### src/rtl/sprite_motion_engine.sv
// Frame-tick game state: player/enemy motion, bullet flight/hit FSM and hit score.
// Define ENEMY_DESCEND_EN to make the enemy descend on each wall bounce and enable game_over.
module sprite_motion_engine #(
  parameter int X_MIN         = 21,
  parameter int X_MAX         = 609,
  parameter int PLAYER_X_INIT = 320,
  parameter int PLAYER_Y      = 440,
  parameter int ENEMY_X_INIT  = 320,
  parameter int ENEMY_Y_INIT  = 40,
  parameter int PLAYER_STEP   = 4,
  parameter int ENEMY_STEP    = 2,
  parameter int BULLET_STEP   = 8,
  parameter int BULLET_Y_MIN  = 20,
  parameter int HIT_TICKS     = 16,
  parameter int PARK_X        = 1000
) (
  input  logic       clock,
  input  logic       reset,
  input  logic       tick,
  input  logic       left,
  input  logic       right,
  input  logic       stop,
  input  logic       shoot,
  output logic [9:0] playerXPosition,
  output logic [8:0] playerYPosition,
  output logic [9:0] enemyXPosition,
  output logic [8:0] enemyYPosition,
  output logic [9:0] bulletXPosition,
  output logic [8:0] bulletYPosition,
  output logic       bullet_active,
  output logic       hit,
  output logic [7:0] score,
  output logic       game_over
);

  typedef enum logic [1:0] {IDLE, FLYING, HIT} state_t;
  typedef enum logic [1:0] {DIR_IDLE, DIR_LEFT, DIR_RIGHT} dir_t;

  localparam int HCW = (HIT_TICKS > 1) ? $clog2(HIT_TICKS) : 1;

  state_t         state;
  dir_t           playerDir;
  logic           enemyLeft;
  logic           firePending;
  logic [HCW-1:0] hitCount;

  logic [10:0] playerSum;
  logic [9:0]  playerNext;
  logic [10:0] enemySum;
  logic [9:0]  enemyNext;
  logic        enemyLeftNext;
  logic        enemyBounce;
  logic        overlap;
  logic        enemyMoves;

  assign playerYPosition = 9'(PLAYER_Y);
  assign bullet_active   = (state == FLYING);

`ifndef ENEMY_DESCEND_EN
  assign enemyYPosition = 9'(ENEMY_Y_INIT);
  assign game_over      = 1'b0;
`endif

  // Player step and enemy patrol are computed in 11 bits so the clamp sees overshoot.
  always_comb begin
    // NOTE: every combinational output gets a default first so no path infers a latch.
    playerSum     = {1'b0, playerXPosition};
    enemySum      = {1'b0, enemyXPosition};
    enemyLeftNext = enemyLeft;
    enemyBounce   = 1'b0;

    case (playerDir)
      DIR_LEFT:  playerSum = playerSum - 11'(PLAYER_STEP);
      DIR_RIGHT: playerSum = playerSum + 11'(PLAYER_STEP);
      default:   ;
    endcase
    if (playerSum < 11'(X_MIN))      playerNext = 10'(X_MIN);
    else if (playerSum > 11'(X_MAX)) playerNext = 10'(X_MAX);
    else                             playerNext = playerSum[9:0];

    if (enemyLeft) enemySum = enemySum - 11'(ENEMY_STEP);
    else           enemySum = enemySum + 11'(ENEMY_STEP);
    if (enemySum >= 11'(X_MAX)) begin
      enemyNext     = 10'(X_MAX);
      enemyLeftNext = 1'b1;
      enemyBounce   = 1'b1;
    end else if (enemySum <= 11'(X_MIN)) begin
      enemyNext     = 10'(X_MIN);
      enemyLeftNext = 1'b0;
      enemyBounce   = 1'b1;
    end else begin
      enemyNext     = enemySum[9:0];
    end

    // Bullet [bx,bx+10)x[by,by+10) against enemy [ex-10,ex+20)x[ey,ey+20).
    overlap = ({1'b0, bulletXPosition} + 11'd20 > {1'b0, enemyXPosition}) &&
              ({1'b0, bulletXPosition} < {1'b0, enemyXPosition} + 11'd20) &&
              ({1'b0, bulletYPosition} + 10'd10 > {1'b0, enemyYPosition}) &&
              ({1'b0, bulletYPosition} < {1'b0, enemyYPosition} + 10'd20);

    enemyMoves = tick && !game_over && (state != HIT) && !((state == FLYING) && overlap);
  end

  // NOTE: sequential state uses non-blocking assignments so every register sees pre-edge values.
  always_ff @(posedge clock or posedge reset) begin
    if (reset) begin
      playerXPosition <= 10'(PLAYER_X_INIT);
      enemyXPosition  <= 10'(ENEMY_X_INIT);
      bulletXPosition <= 10'(PARK_X);
      bulletYPosition <= 9'd0;
      enemyLeft       <= 1'b0;
      playerDir       <= DIR_IDLE;
      state           <= IDLE;
      firePending     <= 1'b0;
      hitCount        <= '0;
      hit             <= 1'b0;
      score           <= 8'd0;
`ifdef ENEMY_DESCEND_EN
      enemyYPosition  <= 9'(ENEMY_Y_INIT);
      game_over       <= 1'b0;
`endif
    end else begin
      hit <= 1'b0;

      if (stop)       playerDir <= DIR_IDLE;
      else if (left)  playerDir <= DIR_LEFT;
      else if (right) playerDir <= DIR_RIGHT;

      if (!game_over) begin
        if ((state == IDLE) && shoot) firePending <= 1'b1;
        if (tick) playerXPosition <= playerNext;

        if (enemyMoves) begin
          enemyXPosition <= enemyNext;
          enemyLeft      <= enemyLeftNext;
`ifdef ENEMY_DESCEND_EN
          if (enemyBounce) begin
            enemyYPosition <= enemyYPosition + 9'd10;
            if ({1'b0, enemyYPosition} + 10'd30 >= 10'(PLAYER_Y - 10)) game_over <= 1'b1;
          end
`endif
        end

        if (tick) begin
          case (state)
            IDLE: begin
              if (firePending || shoot) begin
                bulletXPosition <= playerXPosition;
                bulletYPosition <= 9'(PLAYER_Y - 20);
                firePending     <= 1'b0;
                state           <= FLYING;
              end
            end
            FLYING: begin
              if (overlap) begin
                hit             <= 1'b1;
                if (score != 8'hFF) score <= score + 8'd1;
                bulletXPosition <= 10'(PARK_X);
                bulletYPosition <= 9'd0;
                enemyXPosition  <= 10'(ENEMY_X_INIT);
                firePending     <= 1'b0;
                hitCount        <= '0;
                state           <= HIT;
              end else if (bulletYPosition < 9'(BULLET_Y_MIN + BULLET_STEP)) begin
                bulletXPosition <= 10'(PARK_X);
                bulletYPosition <= 9'd0;
                state           <= IDLE;
              end else begin
                bulletYPosition <= bulletYPosition - 9'(BULLET_STEP);
              end
            end
            HIT: begin
              if (hitCount == HCW'(HIT_TICKS - 1)) state <= IDLE;
              hitCount <= hitCount + 1'b1;
            end
            default: state <= IDLE;
          endcase
        end
      end
    end
  end

endmodule

### config.mk
export PLATFORM = sky130hd
export DESIGN_NAME = sprite_motion_engine
export DESIGN_NICKNAME = d
export VERILOG_FILES = /design/src/rtl/sprite_motion_engine.sv
export SDC_FILE = /design/constraint.sdc
export NUM_CORES = 1
export LEC_CHECK = 0
export CAP_MARGIN = 20
export CORE_MARGIN = 5
export CORE_UTILIZATION = 54
export DETAILED_ROUTE_END_ITERATION = 8
export PLACE_DENSITY = 0.87
export SLEW_MARGIN = 0
export SYNTH_ARGS = -nofsm -noshare
export SYNTH_HDL_FRONTEND = slang
export SYNTH_SLANG_ARGS = --single-unit
export TNS_END_PERCENT = 10
### constraint.sdc
create_clock -name clock -period 4 [get_ports clock]
set_input_delay 1 -clock clock [delete_from_list [all_inputs] [get_ports clock]]
set_output_delay 1 -clock clock [all_outputs]
set_load 0.005 [all_outputs]
# Word level (Yosys, flattened, before mapping)
# Cells that the tools add are included.
# totals
word_cells,99
input_bits,7
output_inout_bits,68
register_bits,58
# classes
muxes,38
n_reduce_logical,20
order_cmp,9
eq_ne,11
addsub,10
# ops
cell,n
$mux 10,11
$mux 9,3
$add 10x5->11 const B,2
$pmux 11 s2,1
$pmux 10 s2,1
$pmux 9 s2,1
$mux 2,7
$reduce_and 4->1,3
$add 10x2->11 const B,1
$add 10x3->11 const B,1
$ge 11x10->1 const B,1
$gt 11x10->1,1
$gt 11x10->1 const B,1
$le 11x5->1 const B,1
$lt 10x11->1,1
$lt 11x5->1 const B,1
$mux 11,1
$sub 10x2->11 const B,1
$sub 10x3->11 const B,1
$add 9x4->10 const B,1
$gt 10x6->1 const B,1
$lt 9x5->1 const B,1
$lt 9x6->1 const B,1
$mux 1,9
other kinds (22),35

# Longest topological paths before layout
# Gate-level depths: netlist (run 1).
# logic_depth
word_depth,12
depth_mapped,13
mapped_depth_nobuf,12

# Worst setup path after synthesis (run 1)
# OpenSTA, ideal clock, no wires.
# synth_timing
kind,register -> register
startpoint,register bulletXPosition[3]
endpoint,register score[4]
arrival_ps,2988
path_buffers,1
required_ps,3877
setup_time_ps,123
path_slack_ps,889
synth_period_minus_slack_ps,3111
stages_incl_launch_ff,13
cell_sequence,dfstp_2 -> ha_1 -> o21ai_0 -> xnor2_1 -> ha_1 -> nand4_1 -> a211o_1 -> a311oi_1 -> o211ai_1 -> nor4_2 -> buf_2 -> nand3_1 -> xnor2_1
# synth_between
elab_chain_cells,6
elab_cells_between_ends,7
cone_classes,add/sub (1); order compare (2); reduce/logical (4)
# synth_rtl
item,line_no,source
from (decl),28,"output logic [9:0] bulletXPosition,"
from (signal assigned),109,bulletXPosition <= 10'(PARK_X);
from (signal assigned),148,bulletXPosition <= playerXPosition;
from (signal assigned),158,bulletXPosition <= 10'(PARK_X);
$add 10x5->11,96,"overlap = ({1'b0, bulletXPosition} + 11'd20 > {1'b0, enemyXPosition}) &&"
$gt 11x10->1,96,
$logic_and 1x1->1 *,96,
$logic_and 1x1->1 *,97,"({1'b0, bulletXPosition} < {1'b0, enemyXPosition} + 11'd20) &&"
$logic_and 1x1->1 *,98,"({1'b0, bulletYPosition} + 10'd10 > {1'b0, enemyYPosition}) &&"
$reduce_and 4->1 (no line) *,--,
to (signal assigned),157,if (score != 8'hFF) score <= score + 8'd1;
to (decl),32,"output logic [7:0] score,"
# Every way passes the cells marked *; elsewhere a longest branch is shown, timed or not.
# A chain may end at the register's enable or synchronous reset.

# Final worst setup path (run 1)
# layout_timing
startpoint,register bulletXPosition[3]
endpoint,register bulletYPosition[5]
# layout_between
elab_chain_cells,7
elab_cells_between_ends,8
cone_classes,add/sub (1); order compare (2); mux (2); reduce/logical (3)
# layout_rtl
item,line_no,source
$add 10x5->11,96,
$gt 11x10->1,96,
$logic_and 1x1->1 *,96,
$logic_and 1x1->1 *,97,
$logic_and 1x1->1 *,98,
$mux 9 *,155,if (overlap) begin
$pmux 9 s2 *,145,case (state)
to (signal assigned),149,bulletYPosition <= 9'(PLAYER_Y - 20);
to (signal assigned),169,bulletYPosition <= bulletYPosition - 9'(BULLET_STEP);
to (decl),29,"output logic [8:0] bulletYPosition,"
# Marked as above.

==> impl_metrics.toml, run 1 <==
[outcome]
outcome = "finished clean"

[placed_design]
dp_hpwl_microns = 8600
place_inst = 653
gp_congestion = 0.954
io_buffers = 52

[critical_path]
start_kind = "register"
cp_max_fo = 6
worstPathRequired_ns = 4.20
path_class = "register to register"
worst_setup_path_end_kind = "register"
cp.arrival_ns = 3.88
rrSetupSlack_ns = 0.32

[cts]
post_cts_buffers = 0
cts_buffers = 5
cts_tree = "yes"
htreeDepth = 2
cts_resized = 0
cts-root-buf = "clkbuf_8"
clk_path_buf_depth = 2
clk_latency_ns = 0.31
cts.sinks = 55
clk_pin_slew_ns = 0.10
postCtsHoldBufs = 0

[worst_hold_path]
hold_path.class = "register to register"

[synth]
synth.avg_cell_area_sq_um = 8.90
ys_warn_count = 0
synthMuxAreaShare = 0.0120
synth_seq_cells = 55
ys_top_cells_by_area = "dfrtp_1, ha_1, dfstp_2"
ys_types = 67
synthXorXnorAreaFrac = 0.0569
synth_edf_count = 0
synth.cell_area_sq_mm = 0.00447
synth_top_family_by_area = "compound AO/OA/AOI/OAI gates"
yosysTopAreaCellShare = 0.252
synth_flop_cell = "dfrtp_1"
yosys.area_share.simple = 0.179
syn_inst = 502
async_reset_ff_frac = 1.00
yosysSeqAreaShare = 0.311
synth.largest_area_cell = "dfrtp_1"
synth_fa_ha_area_frac = 0.132
synth_compound_area_frac = 0.235

[route]
dr.pass1.iters = 4
wl_per_cell_microns = 16.7
vias_per_cell = 6.09
via_count = 4023
drtIter0Drc = 260
routed_wl_microns = 11000
drc = 0
ant_nets = 0

[finish]
nFillCells = 663
syn_to_final_growth_pct = 15.4
instances_no_fill = 661
multi_input_area_sq_mm = 0.00283
drive_gt1_frac = 0.0683
diodes = 0
utilization = 0.634
regArea_sq_mm = 0.00139
fin_nets = 608

[grt]
grt_pass1_wl_microns = 18600
grt.overflow.total = 0
grt_max_degree = 39
antenna_found_initial = 0
track_usage = 0.221
grt_pass1_vias = 3927

[pwr]
power.leakage_nw = 2.21
total_power_mw = 4.22
p_per_area_mw_per_mm2 = 819
ir_drop_mv = 0.411

[sta]
fin_setup_tns_ns = 0
min_period_ns = 3.68
slew_headroom = 0.380
period_share = 0.921
fin_skew_ns = 0.00950
slew_viol_final = 0
finalSetupViolCount = 0
fmax_ghz = 0.271
holdWs_ns = 0.501
worst_pin_slew_ns = 0.923
rsz0062_at_grt = "no"
hold_violations = 0

[floorplanning]
die_h_microns = 101
placementRows = 33
initial_core_util = 0.549
core_sq_mm = 0.00813
num_io_pins = 75
die-area_sq_mm = 0.0102
die_width_microns = 101

[run]
cap_violations = 0
## layout make-up
class | instances | share of cell area
clock inverters | 2 | 0.00680
inverters | 30 | 0.0218
multi-input cells | 404 | 0.549
well taps | 105 | 0.0255
clock buffers | 6 | 0.0160
flip-flops and latches | 55 | 0.269
repair buffers | 59 | 0.111
## metal layers
layer,vias up,track usage,share of wire
li1,1937,-,-
met1,1938,0.282,0.42
met2,123,0.391,0.51
met3,25,0.0291,0.042
met4,0,0.0624,0.022
met5,-,0,0
## Yosys cell counts, types with 8 or more instances
library cell / count
ha_1: 44
nor3_1: 17
inv_1: 30
o21ai_0: 28
a21o_1: 11
a21oi_1: 26
nand3_1: 11
nand2_1: 25
xor2_1: 8
buf_4: 22
nor2_1: 38
dfrtp_1: 45
clkbuf_1: 8
dfstp_2: 10
nand4_1: 8
xnor2_1: 21
o31ai_1: 9
nand2b_1: 8
## where the power goes
group / total, mW / switching (mW) / leakage (nW) / internal [mW]
Combinational: 2.79 / 1.49 / 1.50 / 1.30
Sequential: 1.05 / 0.296 / 0.656 / 0.752
Clock: 0.383 / 0.180 / 0.0612 / 0.203
## layout by cell type (no fill, tap or decap), types with 6 or more instances in the layout
| cell | count |
|---|---|
| clkdlybuf4s50_1 | 52 |
| dfrtp_1 | 45 |
| ha_1 | 44 |
| nor2_1 | 38 |
| inv_1 | 29 |
| o21ai_0 | 28 |
| a21oi_1 | 26 |
| nand2_1 | 25 |
| conb_1 | 22 |
| xnor2_1 | 21 |
| nor3_1 | 17 |
| a21o_1 | 11 |
| nand3_1 | 11 |
| dfstp_2 | 10 |
| o31ai_1 | 9 |
| nand2b_1 | 8 |
| nand4_1 | 8 |
| xor2_1 | 8 |
| a211oi_1 | 7 |
| nor2b_1 | 7 |
| buf_4 | 7 |
| or3_1 | 6 |
| o2111ai_1 | 6 |
| o21a_1 | 6 |
| a22o_1 | 6 |
| and2_1 | 6 |
| o22a_1 | 6 |
| clkbuf_8 | 6 |
## registers in the layout, summed over array words and instances (netlist names)
name and flops:
state 2, hitCount 4, enemyLeft 1, playerDir 2, enemyXPosition 10, bulletXPosition 10
bulletYPosition 7, firePending 1, score 8, playerXPosition 9, hit 1
## final timing paths
| kind | startpoint | to | cells after the start |
|---|---|---|---|
| setup / recovery | bulletXPosition[3] | bulletYPosition[5] | 11 |
| hold / removal | score[4] | score[4] | 1 |
| setup reg to reg | bulletXPosition[3] | bulletYPosition[5] | 11 |
| hold reg to reg | score[4] | score[4] | 1 |
| max in group asynchronous | reset | bulletXPosition[6] | 3 |
| min in group asynchronous | reset | playerDir[1] | 2 |
## cell families after synthesis
family                   count (synthesis)
flip-flops                              55
other                                    2
buffers and inverters                   63
AO/OA/AOI/OAI                          150
XOR/XNOR                                29
adder cells (fa/ha/maj)                 46
multiplexers                             5
AND/OR/NAND/NOR                        152
## worst max-delay path, stage by stage, from the launching register on
cell,delay (ns)
dfstp_2,0.62
ha_1,0.23
o21ai_0,0.11
xnor2_1,0.15
ha_1,0.30
nand4_1,0.15
a211o_1,0.27
a311oi_1,0.31
o211ai_1,0.27
o21ai_0,0.70
o21ai_0,0.19
a22o_1,0.29
## through the flow
stage                     instance area, sq um  worst slack, ns
after floorplan                           4540            0.889
after global placement                    5040            0.548
after detailed placement                  5040            0.407
after CTS                                 5150            0.378
after global routing                      5150            0.105
final                                     5150            0.315
Power figures use the tool's default switching activity.
==> run 2, diff against run 1 <==
--- a/config.mk
+++ b/config.mk
@@ -6,8 +6,10 @@
 export NUM_CORES = 1
 export LEC_CHECK = 0
 export CAP_MARGIN = 20
+export CELL_PAD_IN_SITES_DETAIL_PLACEMENT = 1
+export CELL_PAD_IN_SITES_GLOBAL_PLACEMENT = 2
 export CORE_MARGIN = 5
-export CORE_UTILIZATION = 54
+export CORE_UTILIZATION = 33
 export DETAILED_ROUTE_END_ITERATION = 8
 export PLACE_DENSITY = 0.87
 export SLEW_MARGIN = 0
==> constraint.sdc (replaced) <==
create_clock -name clock -period 4.2 [get_ports clock]
set_input_delay 1.05 -clock clock [delete_from_list [all_inputs] [get_ports clock]]
set_output_delay 1.05 -clock clock [all_outputs]
set_load 0.005 [all_outputs]
==> run 2 against run 1 <==
Against the previous run: first-iteration DRC count down 31%; cell count up 11%; die area up 57%; register-to-register slack better by 0.37 ns; maximum frequency up 4.7%.
==> impl_metrics.toml, run 2 (same netlist as run 1, synthesis figures left out) <==
[grt]
track_usage = 0.163
grt.overflow.total = 0
grt_pass1_vias = 4165
grt_max_degree = 41
antenna_found_initial = 0
grt_pass1_wl_microns = 21700

[critical_path]
cpMostUsedCell = "a2111oi_0"
crit_path_start = "playerXPosition[2]"
crit_family = "compound AO/OA/AOI/OAI gates"
cp_max_fo = 9
timing.critical_path.to = "playerXPosition[3]"
reg2reg_to = "playerXPosition[3]"
r2r_start = "playerXPosition[2]"
path_cells = "inv_1 -> fa_1 -> nor2b_1 -> o211ai_1 -> a2111oi_0 -> nor4_1 -> o31a_1 -> a2111oi_0 -> a221o_1"
slowest_stage = "a2111oi_0"
r2r_cells = 9
crit_buf_inv = 1
rrSetupSlack_ns = 0.68
worstPathRequired_ns = 4.43
worst_setup_path_end_kind = "register"
cp.arrival_ns = 3.75
worstSetupPathDepth = 9
start_kind = "register"
critPathMaxStageDelay_ns = 0.56
path_class = "register to register"

[finish]
layout_common_cells = "clkdlybuf4s50_1, dfrtp_1, ha_1"
final_common_cell = "clkdlybuf4s50_1"
fin_nets = 609
nFillCells = 1576
syn_to_final_growth_pct = 18.1
fin_area_sq_mm = 0.00528
largestRegisters = "bulletXPosition: 10 flops, enemyXPosition: 10 flops, playerXPosition: 9 flops"
drive_gt1_frac = 0.0682
diodes = 0

[outcome]
outcome = "finished clean"

[route]
drc = 0
wl_per_cell_microns = 17.8
dr.pass1.iters = 4
vias_per_cell = 5.54
ant_nets = 0
routed_wl_microns = 13000
drtIter0Drc = 179
via_count = 4063

[cts]
cts-root-buf = "clkbuf_16"
htreeDepth = 2
postCtsHoldBufs = 0
clk_latency_ns = 0.29
cts_resized = 0
clk_pin_slew_ns = 0.07
post_cts_buffers = 0
cts_buffers = 5
cts_tree = "yes"
clk_path_buf_depth = 2
cts.sinks = 55

[sta]
period_share = 0.838
slew_headroom = 0.435
rsz0062_at_grt = "no"
fmax_ghz = 0.284
worst_pin_slew_ns = 0.846
finalSetupViolCount = 0
hold_violations = 0
worst_slack_ns = 0.682
fin_setup_tns_ns = 0
min_period_ns = 3.52
fin_skew_ns = 0.0101
slew_viol_final = 0

[pwr]
ir_drop_mv = 0.263
power.leakage_nw = 2.22
p_per_area_mw_per_mm2 = 792

[worst_hold_path]
min-delay-start = "score[4]"
hold_path.class = "register to register"

[placed_design]
dpl_cell_area_sq_mm = 0.00513
io_buffers = 52
pre_cts_ws_ns = 0.714
gp_congestion = 0.908
dp_hpwl_microns = 10100

[floorplanning]
num_io_pins = 75
core_sq_mm = 0.0132
initial_core_util = 0.337
die_h_microns = 126
die_width_microns = 126
die-area_sq_mm = 0.0160
placementRows = 42

[run]
cap_violations = 0
==> run 2: how the worst min path moves through the flow <==
stage | end | slack [ns] | cells past startpoint
after CTS | score[4] | 0.51 | 1
after global routing | score[4] | 0.53 | 1
after global placement | score[5] | 0.48 | 1
after floorplan | playerDir[0] | 0.48 | 2
final | score[4] | 0.50 | 1
after detailed placement | score[4] | 0.50 | 1
==> run 2: report_power, final <==
part | leakage (nW) | internal, mW | total [mW] | switching, mW
combinational | 1.50 | 1.25 | 2.75 | 1.50
sequential | 0.656 | 0.716 | 1.02 | 0.299
clock | 0.0669 | 0.221 | 0.413 | 0.192
total | 2.22 | 2.19 | 4.18 | 1.99
==> run 2: final cells by class <==
class | count | area (sq um) | area share
multi-input combinational | 404 | 2830 | 0.537
sequential | 55 | 1390 | 0.263
timing repair buffer | 60 | 581 | 0.110
tap | 176 | 220 | 0.0417
clock buffer | 6 | 129 | 0.0244
inverter | 30 | 113 | 0.0213
clock inverter | 2 | 12.5 | 0.00237
==> run 2: routing by layer <==
layer | routed length (microns) | up-vias | track usage
li1 | - | 1942 | -
met2 | 6090 | 82 | 0.268
met1 | 6380 | 2031 | 0.235
met4 | 90 | 0 | 0.0233
met5 | 0 | - | 0
met3 | 449 | 8 | 0.0210
==> run 2: metrics by stage <==
stage                     power (mW)  utilization  cells  hold WS [ns]
after floorplan                 2.82            -    522         0.477
after global placement          3.63        0.388    725         0.477
after detailed placement        3.74        0.388    725         0.504
after CTS                       4.19        0.398    733         0.514
after global routing            4.56        0.398    733         0.535
final                           4.18        0.398    733         0.499
==> RTL edit 1 (flow settings as in run 2) <==
The 3 states of `state_t` get a one-hot encoding in 3 bits.
--- a/src/rtl/sprite_motion_engine.sv
+++ b/src/rtl/sprite_motion_engine.sv
@@ -35,3 +35,3 @@
 
-  typedef enum logic [1:0] {IDLE, FLYING, HIT} state_t;
+  typedef enum logic [2:0] {IDLE = 3'b001, FLYING = 3'b010, HIT = 3'b100} state_t;
   typedef enum logic [1:0] {DIR_IDLE, DIR_LEFT, DIR_RIGHT} dir_t;
Formal check against the unedited RTL: no difference found for any inputs over 4 cycles, from zero or initial values and one cycle with reset high; so few cycles prove little.
==> RTL edit 1 against run 2 <==
- sequential share of layout area is 0.19 points higher
- total power is 0.63% higher
- setup slack better by 0.011 ns
- routed wire length is 1.5% higher
- area after synthesis is 2.4% higher
- sequential cell count is 1 higher
- final area is 1.2% higher
- global-route usage is 0.38 points lower
- non-clock buffer count is 5 lower
- utilization is 0.94 points lower
- die area is 2.2% higher
- critical path type unchanged
==> RTL edit 1: results (changes against run 2) <==
[run_status]
outcome=finished clean  ; unchanged

[clocking]
cts_resized=0  ; unchanged
cts_root_buffer=clkbuf_16  ; unchanged
clk_latency_ns=0.30
path_clk_slew_ns=0.08
h-tree-depth=2  ; unchanged
post_cts_buffers=0  ; unchanged
cts_buffers=5  ; unchanged
cts_buffer_depth=2  ; unchanged

[timing]
finalClockSkew_ns=0.00800  ; was 0.0101 ns
hold_slack_ns=0.495  ; was 0.499 ns
worstMarginPinSlew_ns=0.868  ; was 0.846 ns
hold_viol=0  ; unchanged
fin_ws_ns=0.693  ; was 0.682 ns

[logic_synthesis]
yosys_warnings=0  ; unchanged
async_flop_share_pct=100  ; unchanged
synth.area.top_cells=dfrtp_1 25%, ha_1 12%, dfstp_2 6.3%  ; was dfrtp_1 25%, ha_1 12%, dfstp_2 5.9%
synthDistinctLibCells=72  ; was 67
synth-seq-area-share_pct=30.9  ; was 31.1%
ys_top_cells_by_count=45 x dfrtp_1, 44 x ha_1, 41 x nor2_1, 31 x inv_1, 27 x nand2_1  ; was 45 x dfrtp_1, 44 x ha_1, 38 x nor2_1, 30 x inv_1, 28 x o21ai_0

[setup_path]
crit_family=compound AO/OA/AOI/OAI gates  ; unchanged
slowest_delay_ns=0.50  ; was 0.56 ns
cpMaxStageDelayCell=and4_1  ; was a2111oi_0
setup.worst_path.class=flop to flop  ; unchanged
r2r_end=score[1]  ; was playerXPosition[3]
crit_fanout=9  ; unchanged
cp_data_arrival_time_ns=3.70  ; was 3.75 ns
r2r_cells=11  ; was 9
startpoint=enemyXPosition[2]  ; was playerXPosition[2]

[global_routing]
grt_max_degree=39  ; was 41
grt.total_usage_pct=15.9  ; was 16.3%
antenna_found_initial=0  ; unchanged
grt_pass1_vias=4215  ; was 4165
grt.overflow.total=0  ; unchanged
grt_pass1_wl_um=21300  ; was 21700 um

[min_path]
hold_path_end=score[4]  ; unchanged
holdCritStartpoint=score[4]  ; unchanged
hold_path_depth=1  ; unchanged
hp-class=flop to flop  ; unchanged

[place]
gp_congestion=0.835  ; was 0.908
dp_hpwl_um=10300  ; was 10100 um
dpl_worst_slack_ns=0.750  ; was 0.714 ns
port_buffers=52  ; unchanged

[route]
wl_um=13200  ; was 13000 um
drt_iter0_drc=168  ; was 179
dr.pass1.iters=4  ; unchanged
dr_total_vias=4002  ; was 4063

[cells_and_area]
top_regs=bulletXPosition: 10 flops, enemyXPosition: 10 flops, playerXPosition: 9 flops  ; unchanged
drive_above_1_share_pct=6.61  ; was 6.82%
nFillCells=1629  ; was 1576
num-nets-final=612  ; was 609
n_antenna_cell=0  ; unchanged

[power]
ir_drop_v=0.000284  ; was 0.000263 V
leakage_nw=2.27  ; was 2.22 nW

[RTL edit 1: logic make-up (layout without fill, tap and decap cells)]
logic type,Yosys count,after routing,share of synthesized area (%)
AO/OA/AOI/OAI,152,152,23.7
XOR/XNOR,27,27,5.17
adder cells (fa/ha/maj),46,46,12.9
buffers and inverters,68,95,7.47
flip-flops,56,56,30.9
multiplexers,9,9,2.19
other,2,22,0.164
AND/OR/NAND/NOR,153,153,17.5
[RTL edit 1: layout make-up]
| type | instances | area, um2 | area share [%] |
|---|---|---|---|
| clock buffers | 6 | 129 | 2.42 |
| inverters | 32 | 120 | 2.25 |
| well taps | 180 | 225 | 4.22 |
| repair buffers | 55 | 543 | 10.2 |
| flip-flops and latches | 56 | 1420 | 26.5 |
| multi-input cells | 409 | 2890 | 54.2 |
| clock inverters | 2 | 12.5 | 0.234 |
[RTL edit 1: per-layer routing]
layer	global-route usage [%]	wire, um	up-vias
met5	0	0	-
met4	3.50	138	0
met3	2.00	404	10
met2	27.6	6340	68
met1	21.2	6330	1993
li1	-	-	1931
[RTL edit 1: power by group]
part           internal, W  switching (W)  total, W
Combinational      0.00124        0.00150   0.00273
Clock             0.000221       0.000202  0.000423
Sequential        0.000743       0.000305   0.00105
[RTL edit 1: through the flow]
step / total power [W] / area (um2) / util (%) / std cells
after detailed placement: 0.00378 / 5190 / 37.9 / 732
after global routing: 0.00458 / 5340 / 38.9 / 740
after CTS: 0.00423 / 5340 / 38.9 / 740
final: 0.00420 / 5340 / 38.9 / 740
after global placement: 0.00365 / 5190 / 37.9 / 732
after floorplan: 0.00288 / 4650 / - / 533
==> RTL edit 2 (flow settings as in run 2) <==
Without the edit above. Change the parameter `BULLET_Y_MIN` from 20 to 10.
--- a/src/rtl/sprite_motion_engine.sv
+++ b/src/rtl/sprite_motion_engine.sv
@@ -12,3 +12,3 @@
   parameter int BULLET_STEP   = 8,
-  parameter int BULLET_Y_MIN  = 20,
+  parameter int BULLET_Y_MIN  = 10,
   parameter int HIT_TICKS     = 16,
Check against the original RTL: same outputs for any inputs over 4 cycles, from zero or initial values and one cycle with reset high; that may be too few to reach the edited logic, so the function may still have changed.
==> RTL edit 2 against run 2 <==
- final area is 2.2% higher
- area after synthesis up 3.3%
- clock power is 3% lower
- routed wire length up 1.4%
- total power up 2.9%
- setup slack better by 0.14 ns
- critical path depth is 3 higher
- sequential cell count stayed put
==> RTL edit 2: results (changes against run 2) <==
[clocking]
cts_root_buffer=clkbuf_16  ; unchanged
post_cts_buffers=0  ; unchanged
cts_buffers=5  ; unchanged
h-tree-depth=2  ; unchanged
clk_latency_ns=0.29  ; about the same
cts_buffer_depth=2  ; unchanged
cts_resized=0  ; unchanged

[setup_path]
cp_data_arrival_time_ns=3.60  ; was 3.75 ns
slowest_delay_ns=0.60  ; was 0.56 ns
crit_fanout=18  ; was 9
r2r_cells=12  ; was 9
cpMaxStageDelayCell=o21ai_2  ; was a2111oi_0

[place]
gp_congestion=0.849  ; was 0.908
dp_hpwl_um=10600  ; was 10100 um
port_buffers=52  ; unchanged
dpl_worst_slack_ns=0.815  ; was 0.714 ns
dpl-instance-area_um2=5250  ; was 5130 um2

[cells_and_area]
num-nets-final=636  ; was 609
drive_above_1_share_pct=7.20  ; was 6.82%
top_regs=bulletXPosition: 10 flops, enemyXPosition: 10 flops, playerXPosition: 9 flops  ; unchanged
fin_cells=763  ; was 733
fin_util_pct=39.1  ; was 39.8%
n_antenna_cell=0  ; unchanged
nFillCells=1657  ; was 1576

[global_routing]
grtUsageMet2_pct=27.5  ; was 26.8%
grt_pass1_wl_um=22000  ; was 21700 um
grt.total_usage_pct=16.3  ; about the same
grt_pass1_vias=4319  ; was 4165
antenna_found_initial=0  ; unchanged
grt_use_met3_pct=2.92  ; was 2.10%
grt_max_degree=32  ; was 41
use_met1_pct=21.9  ; was 23.5%

[logic_synthesis]
synth_mux_area_share_pct=1.36  ; was 1.20%
synthDistinctLibCells=76  ; was 67
ys_top_cells_by_count=47 x nor2_1, 45 x dfrtp_1, 45 x ha_1, 44 x nand2_1, 33 x inv_1  ; was 45 x dfrtp_1, 44 x ha_1, 38 x nor2_1, 30 x inv_1, 28 x o21ai_0
synth-seq-area-share_pct=30.1  ; was 31.1%
synth_adder_area_share_pct=13.1  ; was 13.2%
synth_top_area_share_pct=24.4  ; was 25.2%
netlist_instances=531  ; was 502
synth_xor_area_share_pct=5.51  ; was 5.69%
yosys_most_used_dff=dfrtp_1  ; unchanged
yosys_warnings=0  ; unchanged
synth.area.top_cells=dfrtp_1 24%, ha_1 12%, dfstp_2 5.7%  ; was dfrtp_1 25%, ha_1 12%, dfstp_2 5.9%
synth_compound_area_share_pct=22.4  ; was 23.5%

[route]
wl_um=13200  ; was 13000 um
drt_iter0_drc=127  ; was 179
dr_total_vias=4112  ; was 4063

[timing]
worstMarginPinSlew_ns=0.774  ; was 0.846 ns
finalClockSkew_ns=0.00655  ; was 0.0101 ns

[power]
ir_drop_v=0.000208  ; was 0.000263 V
leakage_nw=2.30  ; was 2.22 nW
p_sw_share_pct=47.7  ; was 47.6%

[run_status]
outcome=finished clean  ; unchanged

## RTL edit 2: changes by cell type in the layout (fill, tap and decap cells not counted), sizes merged, moves of 5 or more
cell,run 2,this run
nor2,38,48
o22a,6,1
a31oi,5,10
or2,2,10
a21o,11,6
o21ai,28,39
nand2,25,44
## RTL edit 2: final cells by class
cell class / instances / share of cell area, %
tap: 180 / 4.18
clock buffer: 7 / 2.46
timing repair buffer: 56 / 10.2
clock inverter: 1 / 0.0929
inverter: 34 / 2.37
multi-input combinational: 430 / 54.9
sequential: 55 / 25.8
## RTL edit 2: routing by layer
layer  up-vias  share of wire (%)
met5         -                  0
met1      2028                 48
met2        69                 47
met3        14                3.6
met4         0                1.2
li1       2001                  -
## RTL edit 2: final timing paths
check	slack, ns	startpoint	endpoint
max	0.82	bulletXPosition[2]	bulletXPosition[5]
min	0.49	score[5]	score[5]
max reg2reg	0.82	bulletXPosition[2]	bulletXPosition[5]
min reg2reg	0.49	score[5]	score[5]
max in group asynchronous	2.17	reset	enemyXPosition[8]
min in group asynchronous	1.18	reset	bulletYPosition[8]
## RTL edit 2: power groups by stage
stage,combinational [W],sequential [W],clock (W)
final,0.00285,0.00105,0.000400
after global routing,0.00318,0.00109,0.000440
after CTS,0.00287,0.00106,0.000418
after detailed placement,0.00284,0.00106,0
after global placement,0.00275,0.00106,0
after floorplan,0.00202,0.000946,0
## RTL edit 2: kinds of logic (layout without fill, tap and decap cells)
logic type               count (synthesis)  count (layout)
AND/OR/NAND/NOR                        178             178
AO/OA/AOI/OAI                          148             148
buffers and inverters                   66              98
flip-flops                              55              55
adder cells (fa/ha/maj)                 47              47
XOR/XNOR                                29              29
multiplexers                             6               6
other                                    2              22
